File: config.mk
export PLATFORM = sky130hd
export DESIGN_NAME = usbf_sie_tx
export DESIGN_NICKNAME = d
export VERILOG_FILES = /design/src/rtl/usbf_pkg.sv /design/src/rtl/usbf_crc16.sv /design/src/rtl/usbf_sie_tx.sv
export SDC_FILE = /design/constraint.sdc
export NUM_CORES = 1
export LEC_CHECK = 0
export CAP_MARGIN = 5
export CELL_PAD_IN_SITES_DETAIL_PLACEMENT = 0
export CELL_PAD_IN_SITES_GLOBAL_PLACEMENT = 1
export CORE_ASPECT_RATIO = 0.9
export CORE_MARGIN = 4
export CORE_UTILIZATION = 40
export CTS_CLUSTER_DIAMETER = 100
export DETAILED_ROUTE_END_ITERATION = 6
export PLACE_DENSITY = 0.78
export SYNTH_ARGS = -nofsm -noshare
export SYNTH_HDL_FRONTEND = slang
export SYNTH_HIERARCHICAL = 1
export SYNTH_SLANG_ARGS = --single-unit
File: constraint.sdc
create_clock -name clk_i -period 4.62 [get_ports clk_i]
set_clock_uncertainty 0.15 [all_clocks]
set_input_delay 0.924 -clock clk_i [delete_from_list [all_inputs] [get_ports clk_i]]
set_output_delay 0.924 -clock clk_i [all_outputs]
set_load 0.05 [all_outputs]
File: src/rtl/usbf_pkg.sv
// ---------------------------------------------------------------------------
// usbf_pkg
//   Shared definitions for the USB function SIE blocks:
//     - full PID byte constants ({~pid, pid}) for data and handshake packets
//     - transmitter state encoding
//     - CRC16 init value and reflected polynomial
//     - helper to classify a PID byte as a data-packet PID
// ---------------------------------------------------------------------------
package usbf_pkg;

  localparam logic [7:0] PID_DATA0 = 8'hC3;
  localparam logic [7:0] PID_DATA1 = 8'h4B;
  localparam logic [7:0] PID_ACK   = 8'hD2;
  localparam logic [7:0] PID_NAK   = 8'h5A;
  localparam logic [7:0] PID_STALL = 8'h1E;

  // USB CRC16 (0x8005) in its bit-reflected form, processed LSB first.
  localparam logic [15:0] CRC16_INIT = 16'hFFFF;
  localparam logic [15:0] CRC16_POLY = 16'hA001;

  typedef enum logic [2:0] {
    ST_IDLE,
    ST_WAIT,
    ST_PID,
    ST_DATA,
    ST_CRC0,
    ST_CRC1
  } tx_state_t;

  // DATA0/DATA1/DATA2/MDATA all share pid[1:0] == 2'b11.
  function automatic logic pid_is_data(input logic [7:0] pid);
    return (pid[1:0] == 2'b11);
  endfunction

endpackage

File: src/rtl/usbf_crc16.sv
// ---------------------------------------------------------------------------
// usbf_crc16
//   Combinational byte-wise USB CRC16 update (reflected 0xA001, LSB first).
//   Used by the transmitter and intended for the receiver CRC checker.
//
//   crc_i   in  16  running CRC before this byte
//   data_i  in   8  byte to fold in
//   crc_o   out 16  running CRC after this byte (not complemented)
// ---------------------------------------------------------------------------
module usbf_crc16
  import usbf_pkg::*;
(
  input  logic [15:0] crc_i,
  input  logic [7:0]  data_i,
  output logic [15:0] crc_o
);

  logic [15:0] w_acc;

  // Folding the whole byte into the low bits first and then shifting eight
  // times is equivalent to eight single-bit LFSR steps, LSB first.
  always_comb begin
    w_acc = crc_i ^ {8'h00, data_i};
    for (int i = 0; i < 8; i++) begin
      w_acc = w_acc[0] ? ((w_acc >> 1) ^ CRC16_POLY) : (w_acc >> 1);
    end
    crc_o = w_acc;
  end

endmodule

File: src/rtl/usbf_sie_tx.sv
// ---------------------------------------------------------------------------
// usbf_sie_tx
//   USB SIE packet transmitter. On tx_start_i it waits TX_DELAY turnaround
//   cycles, then sends either a handshake packet (PID only) or a data packet
//   (PID, payload pulled from the endpoint stream, complemented CRC16).
//   A payload underrun cannot stall UTMI, so the packet is finished with an
//   inverted CRC to force the host to discard it.
//
//   Parameters
//     TX_DELAY        bus-turnaround cycles before txvalid (0..255)
//   Ports
//     clk_i           clock
//     rstn_i          asynchronous active-low reset
//     tx_start_i      one-cycle send request (sampled only when idle)
//     tx_pid_i[7:0]   full PID byte, captured on start
//     data_valid_i    endpoint stream beat present
//     data_strb_i     beat carries a real byte (low + last = ZLP)
//     data_i[7:0]     endpoint stream byte
//     data_last_i     final beat of the payload
//     data_accept_o   endpoint beat consumed this cycle
//     utmi_data_o     UTMI Tx byte
//     utmi_txvalid_o  UTMI Tx valid
//     utmi_txready_i  UTMI accepted the byte
//     tx_busy_o       packet in progress
//     tx_done_o       one-cycle pulse after the final byte handshake
//     tx_err_o        one-cycle pulse after a payload underrun
// ---------------------------------------------------------------------------
module usbf_sie_tx
  import usbf_pkg::*;
#(
  parameter int TX_DELAY = 4
) (
  input  logic       clk_i,
  input  logic       rstn_i,
  input  logic       tx_start_i,
  input  logic [7:0] tx_pid_i,
  input  logic       data_valid_i,
  input  logic       data_strb_i,
  input  logic [7:0] data_i,
  input  logic       data_last_i,
  output logic       data_accept_o,
  output logic [7:0] utmi_data_o,
  output logic       utmi_txvalid_o,
  input  logic       utmi_txready_i,
  output logic       tx_busy_o,
  output logic       tx_done_o,
  output logic       tx_err_o
);

  localparam logic [7:0] LP_DELAY = 8'(TX_DELAY);

  tx_state_t   r_state;
  tx_state_t   w_state_next;
  logic [7:0]  r_pid;
  logic [7:0]  r_cnt;
  logic [15:0] r_crc;
  logic        r_corrupt;
  logic        r_done;
  logic        r_err;

  logic [15:0] w_crc_upd;
  logic        w_load;
  logic        w_crc_en;
  logic        w_set_corrupt;
  logic        w_done_set;
  logic        w_err_set;
  logic        w_zlp;
  logic        w_underrun;
  logic [15:0] w_crc_tx;

  usbf_crc16 u_crc16 (
    .crc_i  (r_crc),
    .data_i (data_i),
    .crc_o  (w_crc_upd)
  );

  assign w_zlp      = data_valid_i && !data_strb_i;
  assign w_underrun = utmi_txready_i && !data_valid_i;

  // Normal CRC goes out complemented; a corrupted packet sends the raw value,
  // i.e. the inverse of what the host expects.
  assign w_crc_tx = r_corrupt ? r_crc : ~r_crc;

  // NOTE: every signal driven here gets a default before the case statement,
  // so no path leaves a value unassigned and no latch is inferred.
  always_comb begin
    w_state_next   = r_state;
    utmi_data_o    = 8'h00;
    utmi_txvalid_o = 1'b0;
    data_accept_o  = 1'b0;
    w_load         = 1'b0;
    w_crc_en       = 1'b0;
    w_set_corrupt  = 1'b0;
    w_done_set     = 1'b0;
    w_err_set      = 1'b0;

    case (r_state)
      ST_IDLE: begin
        if (tx_start_i) begin
          w_load       = 1'b1;
          w_state_next = (LP_DELAY == 8'd0) ? ST_PID : ST_WAIT;
        end
      end

      ST_WAIT: begin
        if (r_cnt <= 8'd1) w_state_next = ST_PID;
      end

      ST_PID: begin
        utmi_data_o    = r_pid;
        utmi_txvalid_o = 1'b1;
        if (utmi_txready_i) begin
          if (pid_is_data(r_pid)) begin
            w_state_next = ST_DATA;
          end else begin
            w_state_next = ST_IDLE;
            w_done_set   = 1'b1;
          end
        end
      end

      ST_DATA: begin
        utmi_data_o = data_i;
        if (w_zlp) begin
          // Zero-length marker: consume the beat without offering UTMI a byte.
          data_accept_o = 1'b1;
          w_state_next  = ST_CRC0;
        end else begin
          utmi_txvalid_o = 1'b1;
          if (utmi_txready_i && data_valid_i) begin
            data_accept_o = 1'b1;
            w_crc_en      = 1'b1;
            if (data_last_i) w_state_next = ST_CRC0;
          end else if (w_underrun) begin
            // UTMI took a junk byte; finish with a poisoned CRC.
            w_err_set     = 1'b1;
            w_set_corrupt = 1'b1;
            w_state_next  = ST_CRC0;
          end
        end
      end

      ST_CRC0: begin
        utmi_data_o    = w_crc_tx[7:0];
        utmi_txvalid_o = 1'b1;
        if (utmi_txready_i) w_state_next = ST_CRC1;
      end

      ST_CRC1: begin
        utmi_data_o    = w_crc_tx[15:8];
        utmi_txvalid_o = 1'b1;
        if (utmi_txready_i) begin
          w_state_next = ST_IDLE;
          w_done_set   = 1'b1;
        end
      end

      default: w_state_next = ST_IDLE;
    endcase
  end

  // NOTE: state is updated with non-blocking assignments so every register
  // samples the pre-edge values regardless of process evaluation order.
  always_ff @(posedge clk_i or negedge rstn_i) begin
    if (!rstn_i) begin
      r_state   <= ST_IDLE;
      r_pid     <= 8'h00;
      r_cnt     <= 8'h00;
      r_crc     <= CRC16_INIT;
      r_corrupt <= 1'b0;
      r_done    <= 1'b0;
      r_err     <= 1'b0;
    end else begin
      r_state <= w_state_next;
      r_done  <= w_done_set;
      r_err   <= w_err_set;

      if (w_load) begin
        r_pid     <= tx_pid_i;
        r_cnt     <= LP_DELAY;
        r_crc     <= CRC16_INIT;
        r_corrupt <= 1'b0;
      end else begin
        if (r_state == ST_WAIT) r_cnt <= r_cnt - 8'd1;
        if (w_crc_en)           r_crc <= w_crc_upd;
        if (w_set_corrupt)      r_corrupt <= 1'b1;
      end
    end
  end

  assign tx_busy_o = (r_state != ST_IDLE);
  assign tx_done_o = r_done;
  assign tx_err_o  = r_err;

endmodule

# --- Word level (Yosys, flattened, before mapping) ---
# Index checks and enable logic that the tools add are counted.
word_totals:
  register_bits: 38
  input_bits: 23
op_classes:
  bitwise_logic: 10
  muxes: 44
  add_sub_neg: 1
  n_eq_ne: 13
  n_lt_le_gt_ge: 1
  reduce_logical: 12
op_table:
  columns: ["operator", "n"]
  rows:
  - ["2-to-1 mux 16 bit", 11]
  - ["case mux 8 bit (4 select lines)", 1]
  - ["2-to-1 mux 3 bit", 9]
  - ["NOT 2 -> 3 bit", 8]
  - ["case mux 3 bit (6 select lines)", 1]
  - ["2-to-1 mux 1 bit", 17]
  - ["2-to-1 mux 8 bit", 2]
  - ["NOT 16 bit", 1]
  - ["bitwise XOR 16 x 8 -> 16 bit", 1]
  - ["inequality test 2 bit, second input constant", 5]
  - ["less-or-equal comparator 8 x 1 -> 1 bit, second input constant", 1]
  - ["inequality test 4 bit, second input constant", 2]
  - ["subtractor 8 x 1 -> 8 bit, second input constant", 1]
  - ["AND reduction 7 bit", 1]
  - ["equality test 3 x 2 -> 1 bit, second input constant", 2]
  - ["equality test 3 bit, second input constant", 2]
  - ["nonzero test 2 bit", 3]
  - ["case mux 1 bit (2 select lines)", 2]
  - ["equality test 3 x 1 -> 1 bit, second input constant", 1]
  - ["logical AND 1 bit", 3]
  - ["zero test 3 bit", 1]
  - ["nonzero test 3 bit", 1]
  - ["OR reduction 3 bit", 1]
  - ["equality test 2 bit, second input constant", 1]
  - ["2 further kinds", 3]

# --- Logic depth before layout (Yosys ltp) ---
# Gate-level depths: netlist (run 1).
logic_depth:
  ltp_word: 19
  ltp_mapped: 6
  mapped_depth_nobuf: 6

# --- Cells and area by module ---
# The synthesis (run 1) kept the hierarchy.
modules_own_cells:
  columns: ["mod", "seq_area_each_um2", "cells_per_inst", "area_each_um2", "instances"]
  rows:
  - ["usbf_sie_tx", 970.9, 230, 2092.0, 1]
  - ["usbf_crc16", 0.0, 26, 257.7, 1]

# --- Worst setup path after synthesis (run 1) ---
# Ideal clock, no wire load.
synth_path:
  kind: "in2out"
  startpoint: "input utmi_txready_i"
  endpoint: "output data_accept_o"
  t_required_ns: 3.546
  n_path_buf: 0
  cell_stages: 2
  arrival_time_ns: 3.443
  setup_slack_ns: 0.103
  path_cell_list: "inv_1 > a2111oi_0"
synth_between:
  elab_chain_len: 4
synth_lines:
  columns: ["item", "line_no", "source"]
  rows:
  - ["start, declared", "usbf_sie_tx.sv:44", "input logic utmi_txready_i,"]
  - ["logical AND 1 bit", "usbf_sie_tx.sv:130", "if (utmi_txready_i && data_valid_i) begin"]
  - ["2-to-1 mux 1 bit", "usbf_sie_tx.sv:130", null]
  - ["2-to-1 mux 1 bit", "usbf_sie_tx.sv:124", "if (w_zlp) begin"]
  - ["2-to-1 mux 1 bit", "usbf_sie_tx.sv:97", "case (r_state)"]
  - ["end, declared", "usbf_sie_tx.sv:41", "output logic data_accept_o,"]
# No other way between the ends.

# --- Final worst setup path (run 1) ---
# Same ends and word-level chain as after synthesis.

==> run_summary.xml, run 1 <==
<?xml version="1.0" encoding="UTF-8"?>
<metrics>
  <group name="status">
    <metric name="run_status" unit="">completed</metric>
  </group>
  <group name="timing">
    <metric name="setup_tns" unit="ns">0</metric>
    <metric name="period_needed" unit="ns">3.981</metric>
    <metric name="rsz_0062_raised_after_global_routing" unit="">false</metric>
    <metric name="slew_violations" unit="">0</metric>
    <metric name="hold_violations" unit="">0</metric>
    <metric name="max_clock_freq" unit="GHz">0.2512</metric>
    <metric name="setup_viol" unit="">0</metric>
    <metric name="period_share" unit="%">86.18</metric>
    <metric name="max_slew_margin" unit="%">37.91</metric>
    <metric name="timing_worst_slew_pin_value" unit="ns">0.9291</metric>
  </group>
  <group name="synthesis">
    <metric name="synthArstFlopShare" unit="%">100.0</metric>
    <metric name="synth.largest_area_cell" unit="">dfrtp_1</metric>
    <metric name="synth_top_cells_by_count" unit="">nand2_1 (62), dfrtp_1 (22), xnor2_1 (22)</metric>
    <metric name="syn_nets" unit="">281</metric>
    <metric name="post-synth-top-area-fraction" unit="%">23.43</metric>
    <metric name="postSynth.topFlopCell" unit="">dfrtp_1</metric>
    <metric name="synth_enable_flop_cells" unit="">0</metric>
    <metric name="syn-cell-area" unit="sq um">2350</metric>
    <metric name="ys.warnings.count" unit="">6</metric>
    <metric name="avgSynthCellArea" unit="sq um">9.179</metric>
    <metric name="synth_most_common_cell" unit="">nand2_1</metric>
    <metric name="synth_cell_type_count" unit="">45</metric>
    <metric name="synth-seq-area-share" unit="%">41.32</metric>
    <metric name="synth-seq-cells" unit="">38</metric>
    <metric name="netlist_instances" unit="">256</metric>
    <metric name="post_synth_main_area_contributors" unit="">dfrtp_1 (23%), dfstp_2 (18%), nand2_1 (9.9%)</metric>
  </group>
  <group name="cts">
    <metric name="clk_latency" unit="ns">0.29</metric>
    <metric name="postCtsResizedCells" unit="">0</metric>
    <metric name="ctsHoldBuffers" unit="">0</metric>
    <metric name="clk_root_buffer_cell" unit="">clkbuf_8</metric>
    <metric name="numCtsBuffers" unit="">5</metric>
    <metric name="postCtsSetupBuffers" unit="">0</metric>
    <metric name="clkSinkCount" unit="">38</metric>
    <metric name="max-clock-path-buffers" unit="">2</metric>
    <metric name="tritoncts" unit="">built</metric>
    <metric name="number_of_levels_in_the_clock_h_tree" unit="">2</metric>
    <metric name="cts.reportedPaths.clkPinSlew" unit="ns">0.08</metric>
  </group>
  <group name="pwr">
    <metric name="power_density" unit="nW/um^2">567.2</metric>
    <metric name="vdd.ir_drop.worst" unit="uV">285.4</metric>
    <metric name="report.power.total" unit="uW">1591</metric>
    <metric name="static-leakage-power" unit="uW">0.001259</metric>
  </group>
  <group name="layout">
    <metric name="n_antenna_cell" unit="">0</metric>
    <metric name="fin_area" unit="sq um">2805</metric>
    <metric name="stdcell_count" unit="">351</metric>
    <metric name="drive_gt1_share" unit="%">11.39</metric>
    <metric name="areaGrowthSynthToFinish" unit="%">19.38</metric>
    <metric name="nFillCells" unit="">553</metric>
    <metric name="num-nets-final" unit="">305</metric>
  </group>
  <group name="global_route">
    <metric name="maximum_number_of_pins_on_one_net_before_global_route_repair" unit="">39</metric>
    <metric name="grt.total_usage" unit="%">16.24</metric>
    <metric name="grt_first_pass_wirelength" unit="microns">8790</metric>
    <metric name="grt_pass1_vias" unit="">1802</metric>
    <metric name="antenna_violations_before_repair" unit="">0</metric>
    <metric name="overflow" unit="">0</metric>
  </group>
  <group name="worst_setup_path">
    <metric name="path_max_fanout" unit="">6</metric>
    <metric name="crit_required" unit="ns">3.55</metric>
    <metric name="crit_path_top_delay_cell" unit="">clkdlybuf4s50_1</metric>
    <metric name="worst_path_most_repeated_cell" unit="">clkdlybuf4s50_1</metric>
    <metric name="cp_data_arrival_time" unit="ns">2.91</metric>
    <metric name="critical_path.endpoint_type" unit="">output port</metric>
    <metric name="critPathMaxStageDelay" unit="ns">0.89</metric>
    <metric name="critical_path_class" unit="">input pin to output port</metric>
    <metric name="crit_chain" unit="">clkdlybuf4s50_1, inv_1, a2111oi_0, clkdlybuf4s50_1</metric>
    <metric name="worstSetupStartpointType" unit="">input pin</metric>
  </group>
  <group name="die">
    <metric name="start_util" unit="%">41.27</metric>
    <metric name="floorplan.io_pins" unit="">36</metric>
    <metric name="core_region_area" unit="sq um">5693</metric>
    <metric name="chipWidth" unit="microns">88.79</metric>
    <metric name="fp.dieArea" unit="sq um">7166</metric>
    <metric name="placement_rows" unit="">26</metric>
    <metric name="dieHeight" unit="microns">80.71</metric>
  </group>
  <group name="placement">
    <metric name="replace_congestion" unit="">0.7788</metric>
    <metric name="placement.cell_area" unit="sq um">2689</metric>
    <metric name="place.detailed.hpwl" unit="microns">3665</metric>
    <metric name="dpl.cell_count" unit="">343</metric>
    <metric name="port_buf_inserts" unit="">35</metric>
  </group>
  <group name="worst_hold_path">
    <metric name="hold_path.class" unit="">flip-flop to flip-flop</metric>
  </group>
  <group name="detailed_routing">
    <metric name="via_per_inst" unit="">5.185</metric>
    <metric name="drt_first_iter_violations" unit="">81</metric>
    <metric name="postRouteWirelength" unit="microns">5399</metric>
    <metric name="first_pass_iters" unit="">4</metric>
    <metric name="detail_route.drc_violations" unit="">0</metric>
    <metric name="ant_nets" unit="">0</metric>
    <metric name="dr_total_vias" unit="">1820</metric>
    <metric name="routed_wire_length_per_instance" unit="microns">15.38</metric>
  </group>
  <group name="job">
    <metric name="max_cap_violations" unit="">0</metric>
  </group>
</metrics>
## where the power goes
group	leakage, uW	internal, uW	switching, uW
clock	0.0000585	176	121
sequential	0.000450	434	121
combinational	0.000751	328	411
total	0.00126	938	653
## layout make-up
| class | count | area, sq um | area share [%] |
|---|---|---|---|
| tap | 70 | 87.58 | 3.122 |
| clock inverter | 1 | 30.03 | 1.070 |
| multi-input combinational | 190 | 1240 | 44.20 |
| clock buffer | 7 | 86.33 | 3.078 |
| inverter | 8 | 30.03 | 1.070 |
| sequential | 38 | 970.9 | 34.61 |
| timing repair buffer | 37 | 360.3 | 12.85 |
## sequential cells by signal, summed over array words and instances (netlist names)
name	flops
tx_done_o	1
tx_err_o	1
r_cnt	8
r_state	3
r_pid	8
r_crc	16
r_corrupt	1
## kinds of logic after synthesis
kind of cell	share of synthesized area, %
AOI/OAI and AO/OA	9.585
and+or+nand+nor	21.09
xor gates and xnor gates	14.22
adders and majority gates	1.065
buffers and inverters	5.910
DFF	41.32
muxes	6.816
## worst max-delay path, delay by kind of cell
kind	cells	cell delay [ns]
buffers and inverters	3	1.51
AO/OA/AOI/OAI	1	0.47
## cells in the final DEF, fill, tap and decap left out, types with 6 or more instances in the layout
cell / netlist / routed
dfstp_2: 16 / 16
dfrtp_1: 22 / 22
xor2_1: 9 / 9
xnor2_1: 22 / 22
nand2_1: 62 / 62
nand3_1: 16 / 16
o22ai_1: 8 / 8
clkbuf_8: 0 / 6
mux2i_1: 16 / 16
nor2_1: 7 / 7
clkdlybuf4s50_1: 0 / 34
inv_1: 8 / 8
## per-layer routing
| layer | wire length, microns | vias up | global-route usage (%) |
|---|---|---|---|
| met3 | 218 | 2 | 3.179 |
| met5 | 0 | - | 0 |
| met2 | 2381 | 35 | 23.96 |
| met4 | 27 | 0 | 5.589 |
| met1 | 2771 | 874 | 23.54 |
| li1 | - | 909 | - |
## worst paths after layout
check / startpoint / endpoint / slack [ns] / depth (start not counted)
max in group asynchronous: rstn_i / r_pid[1]$_DFFE_PN0P_ / 3.18 / 1
max reg2reg: r_state[0]$_DFFE_PN0P_ / r_state[0]$_DFFE_PN0P_ / 2.11 / 4
min reg2reg: r_pid[2]$_DFFE_PN0P_ / r_pid[2]$_DFFE_PN0P_ / 0.33 / 2
min in group asynchronous: rstn_i / r_cnt[0]$_DFFE_PN0P_ / 0.59 / 1
max: utmi_txready_i / data_accept_o / 0.64 / 4
min: r_pid[2]$_DFFE_PN0P_ / r_pid[2]$_DFFE_PN0P_ / 0.33 / 2
## stage by stage
step	hold slack, ns	worst slack (ns)	util, %
CTS	0.3325	0.6481	49.27
global route	0.3547	0.5581	49.27
floorplan	0.2950	0.1025	-
finish	0.3293	0.6386	49.27
global placement	0.3089	0.6982	47.23
detailed placement	0.3128	0.6506	47.23
No activity file was read; power rests on OpenSTA's default activity.
==> inputs of run 2 (changes only) <==
- GPL_ROUTABILITY_DRIVEN: not set -> 1
- TNS_END_PERCENT: not set -> 50
==> results of run 2 <==
The final DEF is identical to that of run 1; final timing and power are the same.
